<file path="src/rtl/trng_autocorr_if.sv">
// Serial entropy bit stream handshake between the TRNG source and the autocorrelation engine.
interface trng_autocorr_if;
  logic bit_in;
  logic bit_valid;
  logic bit_ready;

  modport master (output bit_in, output bit_valid, input bit_ready);
  modport slave  (input bit_in, input bit_valid, output bit_ready);
endinterface

</file>
<file path="src/rtl/trng_autocorr_engine.sv">
// Autocorrelation health test: counts bit agreements at lags 1..NUM_LAGS over a block,
// scores each count through an external PMF table and tracks consecutive failing blocks.
module trng_autocorr_engine #(
  parameter int BLOCK_BITS = 184,
  parameter int NUM_LAGS   = 4,
  parameter int CNT_W      = 8,
  parameter int FAIL_LIMIT = 3
) (
  input  logic                clk,
  input  logic                rst,
  input  logic                enable,
  trng_autocorr_if.slave      bit_if,
  input  logic [13:0]         pmf_thresh,
  output logic [CNT_W-1:0]    pmf_addr,
  input  logic [13:0]         pmf_data,
  input  logic                err_clr,
  output logic                block_done,
  output logic                block_fail,
  output logic [NUM_LAGS-1:0] fail_lags,
  output logic [3:0]          consec_fail,
  output logic                autocorr_err
);
  localparam int IDX_W = (NUM_LAGS > 1) ? $clog2(NUM_LAGS) : 1;

  typedef enum logic [2:0] {IDLE, PRIME, COLLECT, EVAL, REPORT} state_e;

  state_e              state_q, state_d;
  logic [NUM_LAGS-1:0] hist_q, hist_d;
  logic [NUM_LAGS-1:0] mask_q, mask_d;
  logic [NUM_LAGS-1:0] fail_lags_q, fail_lags_d;
  logic [CNT_W-1:0]    cnt_q [NUM_LAGS];
  logic [CNT_W-1:0]    cnt_d [NUM_LAGS];
  logic [IDX_W-1:0]    prime_q, prime_d;
  logic [IDX_W-1:0]    idx_q, idx_d;
  logic [CNT_W-1:0]    bitcnt_q, bitcnt_d;
  logic [3:0]          consec_q, consec_d;
  logic                err_q, err_d;
  logic                take;

  function automatic logic [3:0] sat_inc4(input logic [3:0] v);
    return (v == 4'hF) ? v : v + 4'd1;
  endfunction

  function automatic logic [CNT_W-1:0] sat_cnt(input logic [CNT_W-1:0] v);
    return (v >= CNT_W'(BLOCK_BITS)) ? v : v + CNT_W'(1);
  endfunction

  // hist[0] is the newest bit, hist[k-1] is the bit k positions back.
  function automatic logic [NUM_LAGS-1:0] shift_in(input logic [NUM_LAGS-1:0] h, input logic b);
    logic [NUM_LAGS-1:0] r;
    r    = h << 1;
    r[0] = b;
    return r;
  endfunction

  assign bit_if.bit_ready = enable & ((state_q == PRIME) || (state_q == COLLECT));
  assign take             = bit_if.bit_valid & bit_if.bit_ready;
  assign pmf_addr         = (state_q == EVAL) ? cnt_q[idx_q] : '0;
  assign block_done       = enable & (state_q == REPORT);
  assign block_fail       = block_done & (|mask_q);
  assign fail_lags        = fail_lags_q;
  assign consec_fail      = consec_q;
  assign autocorr_err     = err_q;

  always_comb begin
    state_d     = state_q;
    hist_d      = hist_q;
    mask_d      = mask_q;
    fail_lags_d = fail_lags_q;
    cnt_d       = cnt_q;
    prime_d     = prime_q;
    idx_d       = idx_q;
    bitcnt_d    = bitcnt_q;
    consec_d    = consec_q;
    err_d       = err_q;

    case (state_q)
      IDLE: begin
        hist_d   = '0;
        mask_d   = '0;
        prime_d  = '0;
        idx_d    = '0;
        bitcnt_d = '0;
        for (int i = 0; i < NUM_LAGS; i++) cnt_d[i] = '0;
        if (enable) state_d = PRIME;
      end
      PRIME: begin
        if (take) begin
          hist_d = shift_in(hist_q, bit_if.bit_in);
          if (prime_q == IDX_W'(NUM_LAGS - 1)) begin
            prime_d = '0;
            state_d = COLLECT;
          end else begin
            prime_d = prime_q + IDX_W'(1);
          end
        end
      end
      COLLECT: begin
        if (take) begin
          for (int i = 0; i < NUM_LAGS; i++)
            if (bit_if.bit_in == hist_q[i]) cnt_d[i] = sat_cnt(cnt_q[i]);
          hist_d = shift_in(hist_q, bit_if.bit_in);
          if (bitcnt_q == CNT_W'(BLOCK_BITS - 1)) begin
            bitcnt_d = '0;
            idx_d    = '0;
            state_d  = EVAL;
          end else begin
            bitcnt_d = bitcnt_q + CNT_W'(1);
          end
        end
      end
      EVAL: begin
        mask_d[idx_q] = (pmf_data < pmf_thresh);
        if (idx_q == IDX_W'(NUM_LAGS - 1)) begin
          fail_lags_d = mask_d;
          idx_d       = '0;
          state_d     = REPORT;
        end else begin
          idx_d = idx_q + IDX_W'(1);
        end
      end
      REPORT: begin
        consec_d = (|mask_q) ? sat_inc4(consec_q) : 4'd0;
        if (consec_d >= 4'(FAIL_LIMIT)) err_d = 1'b1;
        for (int i = 0; i < NUM_LAGS; i++) cnt_d[i] = '0;
        mask_d  = '0;
        state_d = COLLECT;
      end
      default: state_d = IDLE;
    endcase

    // Disabling abandons the block in flight but keeps the reported status.
    if (!enable) begin
      state_d     = IDLE;
      fail_lags_d = fail_lags_q;
      consec_d    = consec_q;
      err_d       = err_q;
    end
    if (err_clr) begin
      consec_d = '0;
      err_d    = 1'b0;
    end
  end

  always_ff @(posedge clk or posedge rst) begin
    if (rst) begin
      state_q     <= IDLE;
      hist_q      <= '0;
      mask_q      <= '0;
      fail_lags_q <= '0;
      for (int i = 0; i < NUM_LAGS; i++) cnt_q[i] <= '0;
      prime_q     <= '0;
      idx_q       <= '0;
      bitcnt_q    <= '0;
      consec_q    <= '0;
      err_q       <= 1'b0;
    end else begin
      state_q     <= state_d;
      hist_q      <= hist_d;
      mask_q      <= mask_d;
      fail_lags_q <= fail_lags_d;
      cnt_q       <= cnt_d;
      prime_q     <= prime_d;
      idx_q       <= idx_d;
      bitcnt_q    <= bitcnt_d;
      consec_q    <= consec_d;
      err_q       <= err_d;
    end
  end
endmodule

</file>
<file path="src/flat_wrapper.sv">
// flat-port wrapper written by rule: the top's interface ports become plain ports
module trng_autocorr_engine_flat 
#(
  parameter int BLOCK_BITS = 184,
  parameter int NUM_LAGS   = 4,
  parameter int CNT_W      = 8,
  parameter int FAIL_LIMIT = 3
)
  (clk, rst, enable, pmf_thresh, pmf_addr, pmf_data, err_clr, block_done, block_fail, fail_lags, consec_fail, autocorr_err, bit_if_bit_in, bit_if_bit_valid, bit_if_bit_ready);
  trng_autocorr_if bit_if_i ();
  input  logic clk;
  input  logic rst;
  input  logic enable;
  input  logic [13:0] pmf_thresh;
  output logic [CNT_W-1:0] pmf_addr;
  input  logic [13:0] pmf_data;
  input  logic err_clr;
  output logic block_done;
  output logic block_fail;
  output logic [NUM_LAGS-1:0] fail_lags;
  output logic [3:0] consec_fail;
  output logic autocorr_err;
  input wire logic [$bits(bit_if_i.bit_in)-1:0] bit_if_bit_in;
  input wire logic [$bits(bit_if_i.bit_valid)-1:0] bit_if_bit_valid;
  output wire logic [$bits(bit_if_i.bit_ready)-1:0] bit_if_bit_ready;
  assign bit_if_i.bit_in = bit_if_bit_in;
  assign bit_if_i.bit_valid = bit_if_bit_valid;
  assign bit_if_bit_ready = bit_if_i.bit_ready;
  trng_autocorr_engine #(.BLOCK_BITS(BLOCK_BITS), .NUM_LAGS(NUM_LAGS), .CNT_W(CNT_W), .FAIL_LIMIT(FAIL_LIMIT)) u_core (.clk(clk), .rst(rst), .enable(enable), .bit_if(bit_if_i), .pmf_thresh(pmf_thresh), .pmf_addr(pmf_addr), .pmf_data(pmf_data), .err_clr(err_clr), .block_done(block_done), .block_fail(block_fail), .fail_lags(fail_lags), .consec_fail(consec_fail), .autocorr_err(autocorr_err));
endmodule
</file>
<file path="config.mk">
export PLATFORM = sky130hd
export DESIGN_NAME = trng_autocorr_engine_flat
export DESIGN_NICKNAME = d
export VERILOG_FILES = /design/src/rtl/trng_autocorr_if.sv /design/src/rtl/trng_autocorr_engine.sv /design/src/flat_wrapper.sv
export SDC_FILE = /design/constraint.sdc
export NUM_CORES = 1
export LEC_CHECK = 0
export CAP_MARGIN = 15
export CELL_PAD_IN_SITES_DETAIL_PLACEMENT = 1
export CELL_PAD_IN_SITES_GLOBAL_PLACEMENT = 1
export CORE_MARGIN = 1
export CORE_UTILIZATION = 49
export DETAILED_ROUTE_END_ITERATION = 8
export DONT_BUFFER_PORTS = 1
export GPL_TIMING_DRIVEN = 0
export PLACE_DENSITY = 0.83
export SLEW_MARGIN = 20
export SYNTH_ARGS = -nofsm -noshare
export SYNTH_HDL_FRONTEND = slang
export SYNTH_SLANG_ARGS = --single-unit
export TNS_END_PERCENT = 5
</file>
<file path="constraint.sdc">
create_clock -name clk -period 2.9 [get_ports clk]
set_clock_uncertainty 0.1 [all_clocks]
set_input_delay 0.58 -clock clk [delete_from_list [all_inputs] [get_ports clk]]
set_output_delay 0.58 -clock clk [all_outputs]
set_load 0.02 [all_outputs]
</file>
# Yosys cells after proc, flatten, opt, wreduce, memory -nomap -nowiden
# Cells that the tools add are included.
# classes
n_addsub	8
order_cmp	9
n_eq_ne	29
n_mux	46
n_bitwise	5
reduce_logical	27
# op_table
cell	n
8-bit 2-to-1 mux	13
32-bit one-hot mux with 2 select lines	1
8-bit by 1-bit adder with 8-bit output (second input constant)	5
8-bit greater-or-equal comparator (second input constant)	4
32-bit 2-to-1 mux	1
4-bit 2-to-1 mux	6
3-bit 2-to-1 mux	6
2-bit != test (second input constant)	9
8-bit binary-select mux with 2-bit select	1
4-bit one-hot mux with 2 select lines	2
8-bit one-hot mux with 2 select lines	1
4-bit AND reduction	4
2-bit nonzero test	8
3-bit one-hot mux with 5 select lines	1
14-bit less-than comparator	1
2-bit 2-to-1 mux	5
3-bit != test (second input constant)	3
3-bit AND reduction	3
8-bit equality test (second input constant)	1
2-bit AND reduction	4
3-bit by 2-bit equality test with 1-bit output (second input constant)	2
2-bit by 1-bit != test with 1-bit output (second input constant)	3
3-bit by 2-bit != test with 1-bit output (second input constant)	2
2-bit one-hot mux with 3 select lines	1
24 further kinds	37
# totals
ff_bits	64
output_inout_bits	20
elab_cells	137

# Depth between registers and ports, before layout
# Gate-level depths: netlist of run 1.
# depth
depth_word	8
ltp_mapped	8
depth_no_buf	7

# Worst setup path after synthesis of run 1
# Ideal clock, no wire load.
# synth_timing
path_type	register -> output
from	reg u_core.idx_q[0]
to	out pmf_addr[3]
arrival_ps	1538
required_time_ps	2220
path_slack_ps	682
path_stages_with_launch	4
n_path_buf	1
path_cell_list	dfrtp_1 -> clkbuf_1 -> mux4_2 -> and2_1
# synth_between
elab_chain_len	5
# synth_lines
element	line	source
from (decl)	trng_autocorr_engine.sv:34	logic [IDX_W-1:0] idx_q, idx_d;
from (signal assigned)	trng_autocorr_engine.sv:164	idx_q <= idx_d;
2-bit inverter with 3-bit output (implied by the code)	trng_autocorr_engine.sv:58	assign pmf_addr = (state_q == EVAL) ? cnt_q[idx_q] : '0;
8-bit binary-select mux with 2-bit select	trng_autocorr_engine.sv:58	
8-bit 2-to-1 mux (implied by the code) (2 in series)	trng_autocorr_engine.sv:58	
8-bit 2-to-1 mux	trng_autocorr_engine.sv:58	
to (decl)	flat_wrapper.sv:15	output logic [CNT_W-1:0] pmf_addr;
# Every way passes these cells. The select of a mux whose other input is x is not followed.

# Worst setup path in the final report of run 1
# layout_timing
from	reg u_core.state_q[2]
to	out bit_if_bit_ready
# layout_between
elab_chain_len	3
# layout_lines
element	line	source
from (decl)	trng_autocorr_engine.sv:27	state_e state_q, state_d;
from (signal assigned)	trng_autocorr_engine.sv:158	state_q <= state_d;
3-bit by 1-bit equality test with 1-bit output / 3-bit by 2-bit equality test with 1-bit output (equally long branches)	trng_autocorr_engine.sv:56	assign bit_if.bit_ready = enable & ((state_q == PRIME) || (state_q == COLLECT));
1-bit logical OR *	trng_autocorr_engine.sv:56	
1-bit bitwise AND *	trng_autocorr_engine.sv:56	
to (decl)	flat_wrapper.sv:25	output wire logic [$bits(bit_if_i.bit_ready)-1:0] bit_if_bit_ready;
# Every way passes the cells marked *; elsewhere a longest branch is shown, timed or not.

==> results of run 1 <==
## cells in the final DEF (no fill, tap or decap), types with 9 or more instances in the layout
cell type / n
and2_1: 11
dfrtp_1: 64
nand3_1: 15
a21oi_1: 24
nor3_1: 9
xor2_1: 16
o21ai_0: 33
nor2_1: 23
ha_1: 28
o211ai_1: 10
inv_1: 26
nand2_1: 41
clkbuf_8: 10
and3_1: 10
## per-stage QoR
stage          utilization  setup slack, ps  total power, W  setup TNS (ps)
2_1_floorplan            -              622         0.00162               0
3_3_place_gp         0.533             -156         0.00181           -9780
3_5_place_dp         0.537              442         0.00186               0
4_1_cts              0.570             17.3         0.00288               0
5_1_grt              0.570              126         0.00302               0
6_report             0.570              221         0.00287               0
## Yosys cell counts (all sizes together), types with 2 or more instances
cell | n | area (um2)
a211o | 2 | 27.5
a211oi | 2 | 15.0
a21o | 8 | 60.1
a21oi | 26 | 138
a22o | 3 | 26.3
a31o | 4 | 35.0
and2 | 11 | 68.8
and3 | 11 | 70.1
buf | 6 | 38.8
clkbuf | 13 | 60.1
dfrtp | 64 | 1600
ha | 28 | 350
inv | 27 | 101
mux2i | 7 | 70.1
mux4 | 8 | 180
nand2 | 42 | 160
nand2b | 6 | 37.5
nand3 | 15 | 75.1
nand4 | 4 | 25.0
nor2 | 24 | 90.1
nor2b | 7 | 43.8
nor3 | 10 | 55.1
nor3b | 3 | 22.5
nor4 | 3 | 18.8
o2111ai | 4 | 35.0
o211ai | 10 | 75.1
o21a | 5 | 37.5
o21ai | 37 | 189
o22ai | 4 | 25.0
o31ai | 7 | 52.6
or2 | 3 | 18.8
or3 | 4 | 25.0
or4 | 3 | 22.5
xor2 | 16 | 140
## report_power, final
part	total (W)	leakage (nW)	internal, W	switching, W
Clock	0.000998	0.125	0.000583	0.000414
Combinational	0.000785	1.03	0.000267	0.000519
Sequential	0.00109	0.886	0.000971	0.000116
Total	0.00287	2.04	0.00182	0.00105
## sequential cells by signal (all words and copies together) (netlist names), 2 cells and up
| register | flops |
|---|---|
| u_core.cnt_q | 32 |
| u_core.bitcnt_q | 8 |
| u_core.consec_fail | 4 |
| u_core.fail_lags | 4 |
| u_core.hist_q | 4 |
| u_core.mask_q | 4 |
| u_core.state_q | 3 |
| u_core.idx_q | 2 |
| u_core.prime_q | 2 |
## area by class of cell
type                            count  area (um2)  area share
Buffer                             19         103      0.0227
Tap cell                          102         128      0.0282
Multi-Input combinational cell    328        2300       0.508
Clock inverter                      7         125      0.0277
Clock buffer                        9         124      0.0274
Sequential cell                    64        1600       0.354
Timing Repair Buffer                2        37.5     0.00830
Inverter                           28         108      0.0238
## layer usage
metal	vias up	GRT usage	part of all wire
li1	1599	-	-
met1	1764	0.347	0.43
met2	121	0.463	0.49
met3	22	0.0764	0.059
met4	0	0.0974	0.024
met5	-	0	0
## path summary, 6_finish.rpt
check	start	endpoint	slack, ps
max	u_core.state_q[2]	bit_if_bit_ready	220
min	err_clr	u_core.autocorr_err	170
max reg2reg	u_core.state_q[0]	u_core.cnt_q[3]	700
min reg2reg	u_core.bitcnt_q[7]	u_core.bitcnt_q[7]	390
max in group asynchronous	rst	u_core.hist_q[1]	1600
min in group asynchronous	rst	u_core.consec_fail[0]	550
## worst reg2reg max path, cell delays in order (launching register included)
cell	delay (ps)
dfrtp_1	390
clkbuf_8	170
nor2_2	270
clkbuf_1	500
clkbuf_1	500
nor2_1	140
## kinds of logic after synthesis
logic type,after synthesis,synth area share
multiplexers,15,0.0611
AO/OA/AOI/OAI,119,0.192
XOR/XNOR,17,0.0363
flip-flops,64,0.391
AND/OR/NAND/NOR,149,0.185
adder cells (fa/ha/maj),28,0.0855
buffers and inverters,47,0.0498
## repair_timing
action,CTS,global route
hold buffers,1,0
endpoints found under the setup margin,0,9
resized for setup,0,8
hold endpoints to repair,21,0
==> impl_metrics.py, run 1 <==
metrics = {
    "status": {
        "status": "completed",
    },
    "setup_path": {
        "critPathSlowestCell": "nor3b_1",
        "crit_arrival_ps": 2000,
        "r2r_cells": 5,
        "cp_data_required_time_ps": 2220,
        "critical_path.startpoint_type": "flop",
        "end_kind": "primary output",
        "critPathBufInv": 2,
        "cp_max_fo": 10,
        "crit_family": "simple AND/OR/NAND/NOR gates",
        "slowest_delay_ps": 680,
        "worstSetupPathDepth": 3,
        "cp_cell_sequence": "buf_2, clkbuf_1, nor3b_1",
        "setup.worst_path.class": "reg -> out",
    },
    "sta": {
        "finalCriticalPeriod_ps": 2680,
        "finalCritPeriodShare": 0.924,
        "hold_ws_ps": 171,
        "final-hold-violation-count": 0,
        "rsz0062_at_grt": "false",
        "tightest_slew_ps": 810,
        "drv_slew": 0,
        "relSlewSlack": 0.454,
        "max_freq_ghz": 0.373,
        "setup_violations": 0,
    },
    "synthesis": {
        "ys_seq_area_frac": 0.391,
        "synth.avg_cell_area_um2": 9.34,
        "yosys_warnings": 0,
        "ys.flop_type": "dfrtp_1",
        "synthesis.nets": 501,
        "netlist_area_um2": 4100,
        "yosys.cell_types.count": 57,
        "synth_edf_count": 0,
        "ys_seq_elements": 64,
        "synthCells": 439,
        "async_flop_share": 1.00,
    },
    "clock_tree": {
        "cts.sinks": 64,
        "clk_pin_slew_worst_paths_ps": 90,
        "clock_latency_ps": 360,
        "root_buffer": "clkbuf_8",
        "cts_setup_buffers": 0,
        "cts_tree": "built",
        "h-tree-depth": 3,
        "numCtsBuffers": 9,
        "clk_path_buf_depth": 2,
    },
    "cells_and_area": {
        "syn2layout_area_growth_pct": 10.3,
        "final_area_um2": 4520,
        "antenna_cells": 0,
        "nets": 514,
        "fillCellCount": 919,
        "fin_cells": 559,
        "drive_gt1_frac": 0.120,
    },
    "power_and_ir_drop": {
        "p_per_area_nw_per_um2": 635,
        "p_leak_nw": 2.04,
        "ir_drop_mv": 0.455,
    },
    "hold_path": {
        "hp-class": "in -> reg",
        "hold_depth": 1,
    },
    "global_route": {
        "antenna_found_initial": 0,
        "grt_pass1_vias": 3668,
        "grt_start_max_net_pins": 44,
        "overflow": 0,
        "grt_pass1_wl_um": 18400,
        "grt_usage": 0.278,
    },
    "detailed_routing": {
        "routed-via-count": 3506,
        "drtIter0Drc": 228,
        "post_drt_wl_per_cell_um": 19.8,
        "routed_wl_um": 11100,
        "avgViaCountPerCell": 6.27,
        "antenna_left": 0,
        "dr.pass1.iters": 4,
        "drc": 0,
    },
    "floorplan": {
        "ios": 54,
        "die_h_um": 93.5,
        "rows": 32,
        "die_area_um2": 8730,
        "die_width_um": 93.5,
        "core_area_um2": 7930,
        "initial_utilization": 0.517,
    },
    "run": {
        "drv_cap": 0,
    },
    "placement": {
        "place_congestion": 0.809,
        "place_area_um2": 4260,
        "dp_hpwl_um": 7690,
        "post-place-cells": 542,
        "io_buffers": 0,
    },
}
Power figures use the tool's default switching activity.
==> run 2: changes to the inputs <==
--- a/config.mk
+++ b/config.mk
@@ -10,6 +10,7 @@
 export CELL_PAD_IN_SITES_GLOBAL_PLACEMENT = 1
 export CORE_MARGIN = 1
 export CORE_UTILIZATION = 49
+export CTS_CLUSTER_DIAMETER = 50
 export DETAILED_ROUTE_END_ITERATION = 8
 export DONT_BUFFER_PORTS = 1
 export GPL_TIMING_DRIVEN = 0
==> constraint.sdc (replaced) <==
create_clock -name clk -period 2.9 [get_ports clk]
set_clock_uncertainty 0.1 [all_clocks]
set_input_delay 0.58 -clock clk [delete_from_list [all_inputs] [get_ports clk]]
set_output_delay 0.58 -clock clk [all_outputs]
set_load 0.005 [all_outputs]
==> run 2 against run 1 <==
Against the previous run: final area decreased by 0.11%; utilization is 0.063 points lower; non-clock buffer count did not move; die area stayed put; worst setup slack got worse by 68 ps; fmax down 2.5%; cell count unchanged; combinational power decreased by 0.6%; sequential share of layout area is essentially flat; via count is 0.46% lower; sequential power hardly changed; flip-flop and latch count unchanged; critical endpoint is now pmf_addr[0]; largest power group unchanged.
==> impl_metrics.py, run 2 (same netlist as run 1, synthesis figures left out) <==
metrics = {
    "status": {
        "status": "completed",
    },
    "placement": {
        "post-place-cells": 542,
        "place_area_um2": 4260,
        "place_congestion": 0.809,
        "io_buffers": 0,
        "dp_hpwl_um": 7690,
    },
    "power_and_ir_drop": {
        "ir_drop_mv": 0.455,
        "power_frac_seq": 0.379,
        "clkPwrFrac": 0.349,
        "p_sw_w": 0.00105,
        "p_int_w": 0.00182,
        "swShare": 0.365,
        "p_per_area_nw_per_um2": 635,
        "finalPower_w": 0.00287,
        "p_leak_nw": 2.03,
        "power.share.combinational": 0.272,
    },
    "sta": {
        "tns_ps": 0,
        "finalCriticalPeriod_ps": 2750,
        "max_freq_ghz": 0.364,
        "drv_slew": 0,
        "relSlewSlack": 0.432,
        "final-hold-violation-count": 0,
        "tightest_slew_ps": 842,
        "hold_ws_ps": 167,
        "finalCritPeriodShare": 0.947,
        "setup_violations": 0,
        "rsz0062_at_grt": "false",
    },
    "clock_tree": {
        "cts_setup_buffers": 0,
        "h-tree-depth": 3,
        "clock_latency_ps": 360,
        "cts_tree": "built",
        "clk_path_buf_depth": 2,
        "numCtsBuffers": 9,
        "cts.sinks": 64,
        "root_buffer": "clkbuf_8",
        "clk_pin_slew_worst_paths_ps": 90,
    },
    "setup_path": {
        "critical_path.startpoint_type": "flop",
        "crit_arrival_ps": 2070,
        "timing.rr.end": "u_core.cnt_q[3]",
        "setup.worst_path.class": "reg -> out",
        "cp_data_required_time_ps": 2220,
        "cp_max_fo": 10,
        "r2r_cells": 5,
        "end_kind": "primary output",
        "worstReg2RegStart": "u_core.state_q[0]",
        "rrSetupSlack_ps": 530,
    },
    "global_route": {
        "overflow": 0,
        "grt_pass1_vias": 3668,
        "antenna_found_initial": 0,
        "met3_usage": 0.0764,
        "grt_start_max_net_pins": 44,
        "grt_pass1_wl_um": 18400,
        "grt.met2_usage": 0.463,
        "grt_use_met1": 0.347,
        "grt_usage": 0.278,
        "grt_busiest_layer": "met2",
    },
    "hold_path": {
        "hp-start": "err_clr",
        "hold_depth": 1,
        "whs_endpoint": "u_core.autocorr_err",
        "hp-class": "in -> reg",
    },
    "detailed_routing": {
        "routed_wl_um": 11100,
        "avgViaCountPerCell": 6.24,
        "drc": 0,
        "drtIter0Drc": 229,
        "dr.pass1.iters": 5,
        "antenna_left": 0,
        "post_drt_wl_per_cell_um": 19.9,
        "routed-via-count": 3490,
    },
    "cells_and_area": {
        "layout_commonest_cell": "dfrtp_1",
        "fin_cells": 559,
        "largest_reg_flops": 32,
        "largest_register": "u_core.cnt_q",
        "antenna_cells": 0,
        "syn2layout_area_growth_pct": 10.2,
        "final_area_um2": 4520,
        "drive_gt1_frac": 0.114,
        "nets": 514,
        "fillCellCount": 921,
        "mostFrequentLayoutCells": "dfrtp_1, nand2_1, o21ai_0",
        "reg_top3": "u_core.cnt_q (32), u_core.bitcnt_q (8)",
    },
    "floorplan": {
        "initial_utilization": 0.517,
        "ios": 54,
        "rows": 32,
        "die_width_um": 93.5,
        "die_area_um2": 8730,
        "die_h_um": 93.5,
        "core_area_um2": 7930,
    },
    "run": {
        "drv_cap": 0,
    },
}
## run 2: cell counts in the layout (fill, tap and decap cells not counted)
Identical to the previous run, type by type.
## run 2: worst max-delay path, cell delays in order (launching register included)
cell and delay (ps):
dfrtp_1 380, clkbuf_1 530, mux4_2 600, and2_1 200
## run 2: repair_timing
item | in CTS | in global routing
hold buffers | 1 | 0
setup endpoints to repair | 0 | 3
resized for setup | 0 | 3
endpoints found under the hold margin | 21 | 0
## run 2: area by class of cell
class,count,area [um2],area share
Clock buffer,9,124,0.0274
Tap cell,102,128,0.0283
Inverter,28,108,0.0238
Timing Repair Buffer,2,37.5,0.00831
Clock inverter,7,125,0.0277
Buffer,19,100,0.0222
Sequential cell,64,1600,0.355
Multi-Input combinational cell,328,2290,0.508
## run 2: worst max path at each step
stage	endpoint	startpoint	slack [ps]
2_1_floorplan	u_core.autocorr_err	rst	620
3_3_place_gp	u_core.hist_q[1]	rst	-160
3_5_place_dp	pmf_addr[4]	u_core.idx_q[0]	500
4_1_cts	pmf_addr[4]	u_core.idx_q[0]	70
5_1_grt	pmf_addr[0]	u_core.idx_q[1]	4
6_report	pmf_addr[0]	u_core.idx_q[1]	150
## run 2: through the flow
stage,utilization,setup WS (ps)
floorplan,-,622
global placement,0.533,-156
detailed placement,0.537,497
CTS,0.570,71.9
global route,0.570,3.57
finish,0.570,153
## run 2: power groups by stage
stage / registers, W / logic, W / clock network (W)
global route: 0.00110 / 0.000869 / 0.00104
floorplan: 0.00106 / 0.000562 / 0
finish: 0.00109 / 0.000780 / 0.00100
CTS: 0.00108 / 0.000779 / 0.00101
global placement: 0.00108 / 0.000722 / 0
detailed placement: 0.00109 / 0.000764 / 0
## run 2: routing by layer
metal  vias up  wire (um)
met3        23        520
met2        98       5460
met4         0        257
met1      1772       4880
li1       1597          -
met5         -          0
